`config.mk`:
```
export PLATFORM = sky130hd
export DESIGN_NAME = avalon_master_arbiter
export DESIGN_NICKNAME = d
export VERILOG_FILES = /design/src/rtl/avalon_master_arbiter.sv
export SDC_FILE = /design/constraint.sdc
export NUM_CORES = 1
export LEC_CHECK = 0
export CAP_MARGIN = 30
export CELL_PAD_IN_SITES_DETAIL_PLACEMENT = 0
export CELL_PAD_IN_SITES_GLOBAL_PLACEMENT = 1
export CORE_AREA = 3 3 136 138
export DETAILED_ROUTE_END_ITERATION = 12
export DIE_AREA = 0 0 139 141
export DONT_BUFFER_PORTS = 1
export PLACE_DENSITY_LB_ADDON = 0.1
export SYNTH_ARGS = -nofsm -noshare
export SYNTH_HDL_FRONTEND = slang
export SYNTH_SLANG_ARGS = --single-unit
```
`constraint.sdc`:
```
create_clock -name clk -period 1.7 [get_ports clk]
set_input_delay 0.34 -clock clk [delete_from_list [all_inputs] [get_ports clk]]
set_output_delay 0.34 -clock clk [all_outputs]
set_load 0.05 [all_outputs]
```
`src/rtl/avalon_master_arbiter.sv`:
```
// avalon_master_arbiter
// Shares one write-master and one read-master control/data port pair between
// NUM_REQ requesters. Grants are round-robin; each grant runs one single-word
// read or write transfer, then acks the granted requester for one cycle.
//
// Build option: define ARB_TIMEOUT_EN to add a watchdog. After TIMEOUT_CYCLES
// cycles in a transfer state the transaction is closed with rsp_error=1. When
// the macro is undefined, rsp_error stays 0 and the block waits indefinitely.
//
// Handshake contract: a requester holds req_valid until it samples its
// req_ack pulse and drops it on that edge. req_valid seen high in IDLE is
// always taken as a new request. req_valid is not looked at once a grant has
// been made, so dropping it mid-transaction does not cancel the transfer.
module avalon_master_arbiter #(
    parameter int ADDRESSWIDTH    = 28,
    parameter int DATAWIDTH       = 32,
    parameter int BYTEENABLEWIDTH = 4,
    parameter int NUM_REQ         = 2,
    parameter int TIMEOUT_CYCLES  = 1024,
    localparam int GW = (NUM_REQ > 2) ? $clog2(NUM_REQ) : 1
) (
    input  logic                         clk,
    input  logic                         reset,

    input  logic [NUM_REQ-1:0]           req_valid,
    input  logic [NUM_REQ-1:0]           req_write,
    input  logic [NUM_REQ*ADDRESSWIDTH-1:0] req_address,
    input  logic [NUM_REQ*DATAWIDTH-1:0] req_wdata,
    output logic [NUM_REQ-1:0]           req_ack,
    output logic [DATAWIDTH-1:0]         rsp_rdata,
    output logic                         rsp_error,
    output logic                         busy,
    output logic [GW-1:0]                grant_id,
    output logic [2:0]                   dbg_state,

    input  logic                         write_control_done,
    output logic                         write_control_fixed_location,
    output logic [ADDRESSWIDTH-1:0]      write_control_write_base,
    output logic [ADDRESSWIDTH-1:0]      write_control_write_length,
    output logic                         write_control_go,
    output logic                         write_user_write_buffer,
    output logic [DATAWIDTH-1:0]         write_user_buffer_data,
    input  logic                         write_user_buffer_full,

    input  logic                         read_control_done,
    output logic                         read_control_fixed_location,
    output logic [ADDRESSWIDTH-1:0]      read_control_read_base,
    output logic [ADDRESSWIDTH-1:0]      read_control_read_length,
    output logic                         read_control_go,
    output logic                         read_user_read_buffer,
    input  logic [DATAWIDTH-1:0]         read_user_buffer_output_data,
    input  logic                         read_user_data_available
);

    // Low address bits that select a byte within a word; forced to 0 on the
    // base outputs so every transfer starts word-aligned.
    localparam int OFS = (BYTEENABLEWIDTH > 1) ? $clog2(BYTEENABLEWIDTH) : 0;
    localparam logic [ADDRESSWIDTH-1:0] ALIGN_MASK =
        ~((ADDRESSWIDTH'(1) << OFS) - ADDRESSWIDTH'(1));
    localparam logic [DATAWIDTH-1:0] ERR_DATA = DATAWIDTH'(32'hBAD1BAD1);

    typedef enum logic [2:0] {
        S_IDLE    = 3'd0,
        S_WR_PUSH = 3'd1,
        S_WR_WAIT = 3'd2,
        S_RD_GO   = 3'd3,
        S_RD_WAIT = 3'd4,
        S_RD_POP  = 3'd5,
        S_RESP    = 3'd6
    } state_t;

    state_t                  state_q, state_d;
    logic [GW-1:0]           rr_q, rr_d;
    logic [GW-1:0]           grant_q, grant_d;
    logic [ADDRESSWIDTH-1:0] addr_q, addr_d;
    logic [DATAWIDTH-1:0]    wdata_q, wdata_d;
    logic [DATAWIDTH-1:0]    rdata_q, rdata_d;
    logic                    error_q, error_d;
    // High during the first cycle of a wait state: done may still be high
    // from the previous transfer, so it is not trusted yet.
    logic                    blank_q, blank_d;

    logic                    found;
    logic [GW-1:0]           winner;
    logic [GW-1:0]           cand;
    logic [ADDRESSWIDTH-1:0] addr_sel;
    logic [DATAWIDTH-1:0]    wdata_sel;
    logic                    win_write;
    logic                    to_hit;

    // Round-robin search: first valid requester at or after the RR pointer.
    always_comb begin
        found  = 1'b0;
        winner = '0;
        cand   = '0;
        for (int i = 0; i < NUM_REQ; i++) begin
            cand = GW'((int'(rr_q) + i) % NUM_REQ);
            if (!found && req_valid[cand]) begin
                found  = 1'b1;
                winner = cand;
            end
        end
    end

    // Select the winner's address, data and direction from the packed buses.
    always_comb begin
        addr_sel  = '0;
        wdata_sel = '0;
        win_write = 1'b0;
        for (int i = 0; i < NUM_REQ; i++) begin
            if (winner == GW'(i)) begin
                addr_sel  = req_address[i*ADDRESSWIDTH +: ADDRESSWIDTH];
                wdata_sel = req_wdata[i*DATAWIDTH +: DATAWIDTH];
                win_write = req_write[i];
            end
        end
    end

`ifdef ARB_TIMEOUT_EN
    localparam int CW = $clog2(TIMEOUT_CYCLES + 1);

    logic [CW-1:0] cnt_q, cnt_d;
    logic          counting;

    // Watchdog: held at 0 in IDLE/RESP, so it starts from 0 on entry to
    // WR_PUSH or RD_GO and counts every cycle of the transfer.
    always_comb begin
        counting = (state_q != S_IDLE) && (state_q != S_RESP);
        to_hit   = counting && (cnt_q == CW'(TIMEOUT_CYCLES - 1));
        cnt_d    = counting ? (cnt_q + CW'(1)) : '0;
    end

    // Watchdog counter register.
    always_ff @(posedge clk) begin
        if (reset) begin
            cnt_q <= '0;
        end else begin
            cnt_q <= cnt_d;
        end
    end
`else
    logic unused_timeout_cfg;

    assign to_hit             = 1'b0;
    assign unused_timeout_cfg = (TIMEOUT_CYCLES > 0);
`endif

    // Next-state and latched-data logic for the transaction sequencer.
    always_comb begin
        state_d = state_q;
        rr_d    = rr_q;
        grant_d = grant_q;
        addr_d  = addr_q;
        wdata_d = wdata_q;
        rdata_d = rdata_q;
        error_d = error_q;
        blank_d = blank_q;

        case (state_q)
            S_IDLE: begin
                if (found) begin
                    grant_d = winner;
                    addr_d  = addr_sel;
                    wdata_d = wdata_sel;
                    rr_d    = (winner == GW'(NUM_REQ - 1)) ? '0 : (winner + GW'(1));
                    state_d = win_write ? S_WR_PUSH : S_RD_GO;
                end
            end
            S_WR_PUSH: begin
                if (!write_user_buffer_full) begin
                    blank_d = 1'b1;
                    state_d = S_WR_WAIT;
                end
            end
            S_WR_WAIT: begin
                if (blank_q) begin
                    blank_d = 1'b0;
                end else if (write_control_done) begin
                    error_d = 1'b0;
                    state_d = S_RESP;
                end
            end
            S_RD_GO: begin
                blank_d = 1'b1;
                state_d = S_RD_WAIT;
            end
            S_RD_WAIT: begin
                if (blank_q) begin
                    blank_d = 1'b0;
                end else if (read_control_done) begin
                    state_d = S_RD_POP;
                end
            end
            S_RD_POP: begin
                if (read_user_data_available) begin
                    rdata_d = read_user_buffer_output_data;
                    error_d = 1'b0;
                    state_d = S_RESP;
                end
            end
            S_RESP: begin
                state_d = S_IDLE;
            end
            default: begin
                state_d = S_IDLE;
            end
        endcase

        // A watchdog expiry overrides whatever the state would have done.
        if (to_hit) begin
            blank_d = 1'b0;
            error_d = 1'b1;
            rdata_d = ERR_DATA;
            state_d = S_RESP;
        end
    end

    // Sequencer state and latched transaction registers.
    always_ff @(posedge clk) begin
        if (reset) begin
            state_q <= S_IDLE;
            rr_q    <= '0;
            grant_q <= '0;
            addr_q  <= '0;
            wdata_q <= '0;
            rdata_q <= '0;
            error_q <= 1'b0;
            blank_q <= 1'b0;
        end else begin
            state_q <= state_d;
            rr_q    <= rr_d;
            grant_q <= grant_d;
            addr_q  <= addr_d;
            wdata_q <= wdata_d;
            rdata_q <= rdata_d;
            error_q <= error_d;
            blank_q <= blank_d;
        end
    end

    // One-cycle ack, steered to the granted requester only.
    always_comb begin
        req_ack = '0;
        for (int i = 0; i < NUM_REQ; i++) begin
            req_ack[i] = (state_q == S_RESP) && (grant_q == GW'(i));
        end
    end

    // Master strobes are qualified by the buffer status of the same cycle so
    // a push never lands on a full buffer and a pop never hits an empty one.
    assign write_control_go        = (state_q == S_WR_PUSH) && !write_user_buffer_full && !to_hit;
    assign write_user_write_buffer = (state_q == S_WR_PUSH) && !write_user_buffer_full && !to_hit;
    assign read_control_go         = (state_q == S_RD_GO) && !to_hit;
    assign read_user_read_buffer   = (state_q == S_RD_POP) && read_user_data_available && !to_hit;

    assign write_control_fixed_location = 1'b1;
    assign read_control_fixed_location  = 1'b1;
    assign write_control_write_length   = ADDRESSWIDTH'(BYTEENABLEWIDTH);
    assign read_control_read_length     = ADDRESSWIDTH'(BYTEENABLEWIDTH);
    assign write_control_write_base     = addr_q & ALIGN_MASK;
    assign read_control_read_base       = addr_q & ALIGN_MASK;
    assign write_user_buffer_data       = wdata_q;

    assign rsp_rdata = rdata_q;
    assign rsp_error = error_q;
    assign busy      = (state_q != S_IDLE);
    assign grant_id  = grant_q;
    assign dbg_state = state_q;

endmodule
```
# Word-level counts from Yosys, hierarchy flattened
# Index checks and enable logic that the tools add are counted.
[totals]
ff_bits = 99
input_bits = 162
elab_cells = 70
[op_classes]
add_sub_neg = 2
n_lt_le_gt_ge = 2
eq_ne = 13
n_mux = 27
n_bitwise = 1
reduce_logical = 17
[op_table]
columns = ["operator", "n"]
rows = [
  ["$mux 32", 1],
  ["$mux 28", 1],
  ["$mux 3", 7],
  ["$pmux 3 s6", 1],
  ["$mux 1", 14],
  ["$ne 2x2->1 const B", 7],
  ["$eq 3x3->1 const B", 3],
  ["$reduce_and 7->1", 1],
  ["$eq 3x2->1 const B", 2],
  ["$reduce_and 2->1", 3],
  ["$reduce_bool 3->1", 2],
  ["$logic_and 1x1->1", 5],
  ["$lt 1x2->1 const B", 2],
  ["$reduce_and 4->1", 1],
  ["$eq 3x1->1 const B", 1],
  ["$logic_not 3->1", 1],
  ["$pmux 1 s3", 1],
  ["$add 1x1->1 const B", 2],
  ["$logic_not 1->1", 2],
  ["$mux 2", 1],
  ["$pmux 1 s2", 1],
  ["$reduce_bool 2->1", 1],
  ["$reduce_or 2->1", 1],
  ["$not 1->1", 1],
]

# Depth between registers and ports, before layout
# Gate-level depths: netlist of run 1.
[logic_depth]
depth_word = 10
mapped_depth = 8

# Worst setup path before layout of run 1
# Ideal clock, no wire load.
[synth_path]
path_kind = "register -> output"
start = "reg state_q[0], in the netlist dbg_state[0]"
end = "out write_user_write_buffer"
t_arrival_ns = 2.492
slack_ns = -1.132
stages_incl_launch_ff = 5
n_path_buf = 2
path_cell_list = "dfxtp_1 -> buf_2 -> nand2b_1 -> nor3_1 -> buf_4"
[synth_via]
elab_chain_len = 2
[synth_lines]
columns = ["item", "line", "text"]
rows = [
  ["start, declared", "72", "state_t state_q, state_d;"],
  ["start signal, assigned", "230", "state_q <= state_d;"],
  ["$eq 3x1->1", "n/a", ""],
  ["$logic_and 1x1->1", "n/a", ""],
  ["end, declared", "41", "output logic write_user_write_buffer,"],
]
# Every way passes these cells.

# Worst setup path in the final report of run 1
[layout_path]
start = "reg state_q[0], in the netlist dbg_state[0]"
end = "out req_ack[1]"
[layout_via]
elab_chain_len = 2
[layout_lines]
columns = ["item", "line", "text"]
rows = [
  ["$eq 3x3->1", "245", "req_ack[i] = (state_q == S_RESP) && (grant_q == GW'(i));"],
  ["$logic_and 1x1->1", "245", ""],
  ["end, declared", "29", "output logic [NUM_REQ-1:0] req_ack,"],
]
# Every way passes these cells.

==> flow_metrics.env, run 1 <==
export IMPL_end_kind="primary output"
export IMPL_tritoncts="yes"
export IMPL_hp_class="in -> reg"
export IMPL_area_growth_pct=17.8
export IMPL_drv_cap=0
export IMPL_grt_start_max_net_pins=99
export IMPL_viasPerCell=4.78
export IMPL_hold_viol=0
export IMPL_place_gp_congestion=0.729
export IMPL_clk_path_buf_depth=2
export IMPL_gr_usage_met3_pct=5.16
export IMPL_synth_top_family_by_area="buffers and inverters"
export IMPL_synth_simple_gate_area_share_pct=14.5
export IMPL_gr_total_overflow=0
export IMPL_rsz0062_at_grt="true"
export IMPL_worst_pin_slew_ns=0.556
export IMPL_grt_busiest_layer="met2"
export IMPL_instances_no_fill=723
export IMPL_arrival_ns=1.33
export IMPL_placed_area_um2=4420
export IMPL_synthXorXnorAreaFrac_pct=0
export IMPL_ctsHtreeMaxLevel=3
export IMPL_syn_inst=486
export IMPL_yosys_area_top_type="dfxtp_1"
export IMPL_fin_ws_ns=0.0322
export IMPL_core_um2=17300
export IMPL_dr_pass1_iters=8
export IMPL_p_per_area_nw_per_um2=2040
export IMPL_yosysTopAreaCellShare_pct=45.3
export IMPL_ir_drop_v=0.000717
export IMPL_ys_ff_latch=96
export IMPL_crit_fanout=5
export IMPL_wirelength_um=14100
export IMPL_fin_skew_ns=0.00784
export IMPL_synth_cell_types=27
export IMPL_crit_slowest_cell="dfxtp_4"
export IMPL_cp_required_ns=1.36
export IMPL_netlist_area_um2=4240
export IMPL_io_pins=352
export IMPL_wire_per_inst_um=19.4
export IMPL_min_period_ns=1.67
export IMPL_diodes=0
export IMPL_total_power_mw=10.2
export IMPL_ant_nets=0
export IMPL_synth_compound_area_share_pct=19.3
export IMPL_grt_pass1_wl_um=19900
export IMPL_maxSlewViolCount=0
export IMPL_cts_sinks=96
export IMPL_avgSynthCellArea_um2=8.73
export IMPL_fmax_ghz=0.600
export IMPL_clkLatencyLatePin_ns=0.34
export IMPL_vias=3453
export IMPL_power_leakage_nw=1.98
export IMPL_cts_buffers=9
export IMPL_yosysWarnings=0
export IMPL_setup_viol=0
export IMPL_pre_cts_ws_ns=0.0371
export IMPL_worst_setup_path_start_kind="flip-flop"
export IMPL_cts_root_buf="clkbuf_16"
export IMPL_dieArea_um2=19600
export IMPL_synth_fa_ha_area_share_pct=0
export IMPL_dp_final_hpwl_um=9840
export IMPL_crit_top_cell="buf_12"
export IMPL_final_period_utilization_pct=98.1
export IMPL_layout_nets=656
export IMPL_crit_chain="buf_12 > nor2b_4 > and3_4 > buf_12"
export IMPL_path_clk_slew_ns=0.07
export IMPL_design_area_um2=5000
export IMPL_cp_slowest_stage_delay_ns=0.37
export IMPL_synthMuxAreaShare_pct=0.531
export IMPL_initial_utilization_pct=24.5
export IMPL_grtUsageMet1_pct=15.0
export IMPL_drc_errors=0
export IMPL_rows=48
export IMPL_netlist_top_cells_area="dfxtp_1 45%, buf_4 16%, a222oi_1 14%"
export IMPL_antenna_found_initial=0
export IMPL_die_w_um=139
export IMPL_die_height_um=141
export IMPL_tns_ns=0
export IMPL_hold_ws_ns=0.0586
export IMPL_grtUsageTotal_pct=12.9
export IMPL_nFillCells=1877
export IMPL_grt_pass1_vias=3429
export IMPL_numPlacedInstances=694
export IMPL_outcome="finished, final reports clean"
export IMPL_path_class="reg -> out"
export IMPL_slew_headroom_pct=62.8
export IMPL_use_met2_pct=21.5
export IMPL_synth_seq_area_share_pct=45.3
export IMPL_utilization_pct=28.9
export IMPL_drive_gt1_share_pct=19.3
export IMPL_io_buffers=0
export IMPL_drt_iter0_drc=340
## registers in the layout, summed over array words and instances, names as in the netlist
signal,count
rr_q,1
blank_q,1
addr_q,26
write_user_buffer_data,32
grant_id,1
dbg_state,3
rsp_rdata,32
## kinds of logic (layout without fill, tap and decap cells)
logic type | Yosys count | after routing
DFF | 96 | 96
and+or+nand+nor | 149 | 149
AOI/OAI and AO/OA | 103 | 103
buffers and inverters | 135 | 86
muxes | 1 | 1
other | 2 | 63
## cell usage in the layout (no fill, tap or decap), drive strengths merged, types with 2 or more instances in the layout
cell type and instances:
nand2b 5, buf 60, nor3 3, o21ai 3
conb 63, nor2 63, and3 2, nand2 68
bufbuf 4, dfxtp 96, nor2b 3, clkbuf 12
a222oi 58, inv 7, a21oi 37
## cell type report
| class | count | area, µm² | area share (%) |
|---|---|---|---|
| tap | 225 | 282 | 5.63 |
| clock inverter | 4 | 52.6 | 1.05 |
| sequential | 96 | 1930 | 38.6 |
| timing repair buffer | 65 | 721 | 14.4 |
| inverter | 6 | 22.5 | 0.451 |
| clock buffer | 11 | 253 | 5.06 |
| multi-input combinational | 316 | 1740 | 34.8 |
## metal layers
metal	share of wire [%]	wire [µm]
met2	49	6870
met4	2.0	281
met3	10	1470
met1	39	5430
met5	0	0
## worst paths after layout
| check | cells past startpoint | to | slack, ns | start |
|---|---|---|---|---|
| max | 4 | req_ack[1] | 0.03 | dbg_state[0]$_SDFFE_PP0P_ |
| min | 1 | rsp_rdata[16]$_SDFFE_PP0P_ | 0.06 | reset |
| max reg2reg | 7 | write_user_buffer_data[0]$_SDFFE_PP0P_ | 0.13 | dbg_state[0]$_SDFFE_PP0P_ |
| min reg2reg | 2 | blank_q$_SDFFE_PP0P_ | 0.51 | blank_q$_SDFFE_PP0P_ |
## synthesized netlist by cell type, drive strengths merged
master   count
conb         2
or3          1
inv          6
nand4        1
a31oi        1
clkbuf      32
a2bb2oi      1
nand2b       5
o21ai        3
a222oi      58
or2          1
a21oi       37
mux4         1
nor2        63
buf         97
or4b         1
nand2       68
and3         2
or4          1
o22ai        1
nor3         3
dfxtp       96
a211oi       1
o41ai        1
nor2b        3
## timing repair
item                                    4_1_cts  5_1_grt
cloned                                        4        2
pin swaps                                     2        7
endpoints found under the setup margin        6       36
resized for setup                            11        0
setup buffers                                 3        5
hold buffers                                  0        0
## worst max-delay path: cells and delay by family (launching register included)
family	cells	cell delay, ns
DFF	1	0.37
and+or+nand+nor	2	0.33
buffers and inverters	2	0.29
## where the power goes
group          leakage [nW]  internal, mW  switching, mW
sequential            0.785          2.71           1.03
clock                 0.148          1.22          0.864
combinational          1.05          1.33           3.07
total                  1.98          5.25           4.97
No activity file was read; power rests on OpenSTA's default activity.
==> inputs of run 2 (changes only) <==
--- a/config.mk
+++ b/config.mk
@@ -12,6 +12,7 @@
 export DETAILED_ROUTE_END_ITERATION = 12
 export DIE_AREA = 0 0 139 141
 export DONT_BUFFER_PORTS = 1
+export GPL_TIMING_DRIVEN = 0
 export PLACE_DENSITY_LB_ADDON = 0.1
 export SYNTH_ARGS = -nofsm -noshare
 export SYNTH_HDL_FRONTEND = slang
==> run 2 against run 1 <==
Effect of this change: the run now ends with setup timing left; worst setup slack worse by 0.48 ns; clock skew is essentially flat; combinational power fell by 3%; critical path depth unchanged.
==> flow_metrics.env, run 2 (synthesis gave the netlist of run 1 again) <==
export IMPL_outcome="complete, but fails checks"
export IMPL_violations="setup timing"
export IMPL_dp_final_hpwl_um=12300
export IMPL_slew_headroom_pct=54.6
export IMPL_final_common_cell="buf_4"
export IMPL_drive_gt1_share_pct=40.9
export IMPL_nFillCells=1828
export IMPL_initial_utilization_pct=24.5
export IMPL_rows=48
export IMPL_io_buffers=0
export IMPL_cts_root_buf="clkbuf_16"
export IMPL_ctsHtreeMaxLevel=3
export IMPL_r2r_start="dbg_state[2]$_SDFFE_PP0P_"
export IMPL_grtUsageTotal_pct=15.0
export IMPL_diodes=0
export IMPL_p_per_area_nw_per_um2=1810
export IMPL_die_height_um=141
export IMPL_wire_per_inst_um=19.8
export IMPL_path_clk_slew_ns=0.07
export IMPL_cp_endpoint="write_user_write_buffer"
export IMPL_viasPerCell=4.68
export IMPL_cp_required_ns=1.36
export IMPL_hold_viol=0
export IMPL_use_met2_pct=25.2
export IMPL_setup_viol=92
export IMPL_ant_nets=0
export IMPL_hold_ws_ns=0.103
export IMPL_drt_iter0_drc=332
export IMPL_numPlacedInstances=772
export IMPL_instances_no_fill=824
export IMPL_min_period_ns=2.15
export IMPL_clkLatencyLatePin_ns=0.35
export IMPL_drc_errors=0
export IMPL_grt_busiest_layer="met2"
export IMPL_area_growth_pct=43.6
export IMPL_r2r_slack_ns=-0.38
export IMPL_worst_pin_slew_ns=0.681
export IMPL_arrival_ns=1.81
export IMPL_vias=3855
export IMPL_rsz0062_at_grt="true"
export IMPL_maxSlewViolCount=0
export IMPL_drv_cap=0
export IMPL_ir_drop_v=0.000656
export IMPL_core_um2=17300
export IMPL_grt_pass1_wl_um=22500
export IMPL_end_kind="primary output"
export IMPL_crit_fanout=5
export IMPL_rr_worst_depth=10
export IMPL_final_period_utilization_pct=126
export IMPL_cts_sinks=96
export IMPL_fin_skew_ns=0.00810
export IMPL_wirelength_um=16300
export IMPL_regArea_um2=1960
export IMPL_die_w_um=139
export IMPL_place_gp_congestion=0.775
export IMPL_cp_startpoint="dbg_state[2]$_SDFFE_PP0P_"
export IMPL_io_pins=352
export IMPL_path_class="reg -> out"
export IMPL_tritoncts="yes"
export IMPL_grt_pass1_vias=3704
export IMPL_multiInputGateArea_um2=1970
export IMPL_ctsHoldBuffers=0
export IMPL_cts_buffers=9
export IMPL_dieArea_um2=19600
export IMPL_fin_ws_ns=-0.450
export IMPL_r2r_end="addr_q[27]$_SDFFE_PP0P_"
export IMPL_worst_setup_path_start_kind="flip-flop"
export IMPL_gr_usage_met3_pct=6.14
export IMPL_clk_path_buf_depth=2
export IMPL_fmax_ghz=0.465
export IMPL_pre_cts_ws_ns=-0.507
export IMPL_utilization_pct=35.2
export IMPL_antenna_found_initial=0
export IMPL_grt_start_max_net_pins=16
export IMPL_dr_pass1_iters=6
export IMPL_gr_total_overflow=0
export IMPL_hp_class="in -> reg"
export IMPL_layout_nets=756
export IMPL_grtUsageMet1_pct=17.5
export IMPL_layout_common_cells="99 x buf_4, 75 x dfxtp_1, 63 x conb_1, 61 x nor2_1, 58 x a222oi_1"
export IMPL_power_leakage_nw=2.59
-- run 2: how the worst min path moves through the flow --
stage | from | endpoint | slack [ns] | cells after the start
after floorplan | blank_q$_SDFFE_PP0P_ | blank_q$_SDFFE_PP0P_ | 0.47 | 2
after global placement | read_user_buffer_output_data[17] | rsp_rdata[17]$_SDFFE_PP0P_ | 0.48 | 2
after detailed placement | read_user_buffer_output_data[26] | rsp_rdata[26]$_SDFFE_PP0P_ | 0.48 | 2
after CTS | read_user_buffer_output_data[8] | rsp_rdata[8]$_SDFFE_PP0P_ | 0.10 | 2
after global routing | read_user_buffer_output_data[5] | rsp_rdata[5]$_SDFFE_PP0P_ | 0.09 | 2
final | read_user_buffer_output_data[3] | rsp_rdata[3]$_SDFFE_PP0P_ | 0.10 | 2
-- run 2: through the flow --
stage | area (µm²) | power (mW) | setup TNS [ns]
2_1_floorplan | 4530 | 7.32 | -0.0506
3_3_place_gp | 4810 | 7.99 | -30.29
3_5_place_dp | 4810 | 8.01 | -32.11
4_1_cts | 5250 | 10.3 | -17.73
5_1_grt | 6090 | 11.6 | -33.31
6_report | 6090 | 11.0 | -22.44
-- run 2: area by class of cell --
type                            count  share of cell area, %
Buffer                            128                   17.1
Clock buffer                       12                   4.05
Clock inverter                      4                  0.863
Inverter                            6                  0.452
Multi-Input combinational cell    316                   32.3
Sequential cell                    96                   32.1
Tap cell                          225                   4.62
Timing Repair Buffer               37                   8.46
-- run 2: where the power goes --
group          total, mW  internal [mW]  switching [mW]  leakage [nW]
logic               4.27           1.78            2.49          1.65
registers           4.67           2.74            1.93         0.793
clock network       2.08           1.19           0.895         0.143
-- run 2: critical path, stage by stage, from the launching register on --
cell	delay [ns]
dfxtp_4	0.41
buf_6	0.15
nand2b_4	0.15
nor3_4	0.51
buf_6	0.24
-- run 2: what timing repair did --
item,CTS,global route
gates cloned,1,9
pin swaps,4,49
resized for setup,42,176
endpoints found under the setup margin,105,99
setup buffers,6,22
-- run 2: layer usage --
layer  share of wire (%)  up-vias
li1                    -     1794
met1                  36     1806
met2                  51      240
met3                  12       15
met4                 1.4        0
met5                   0        -
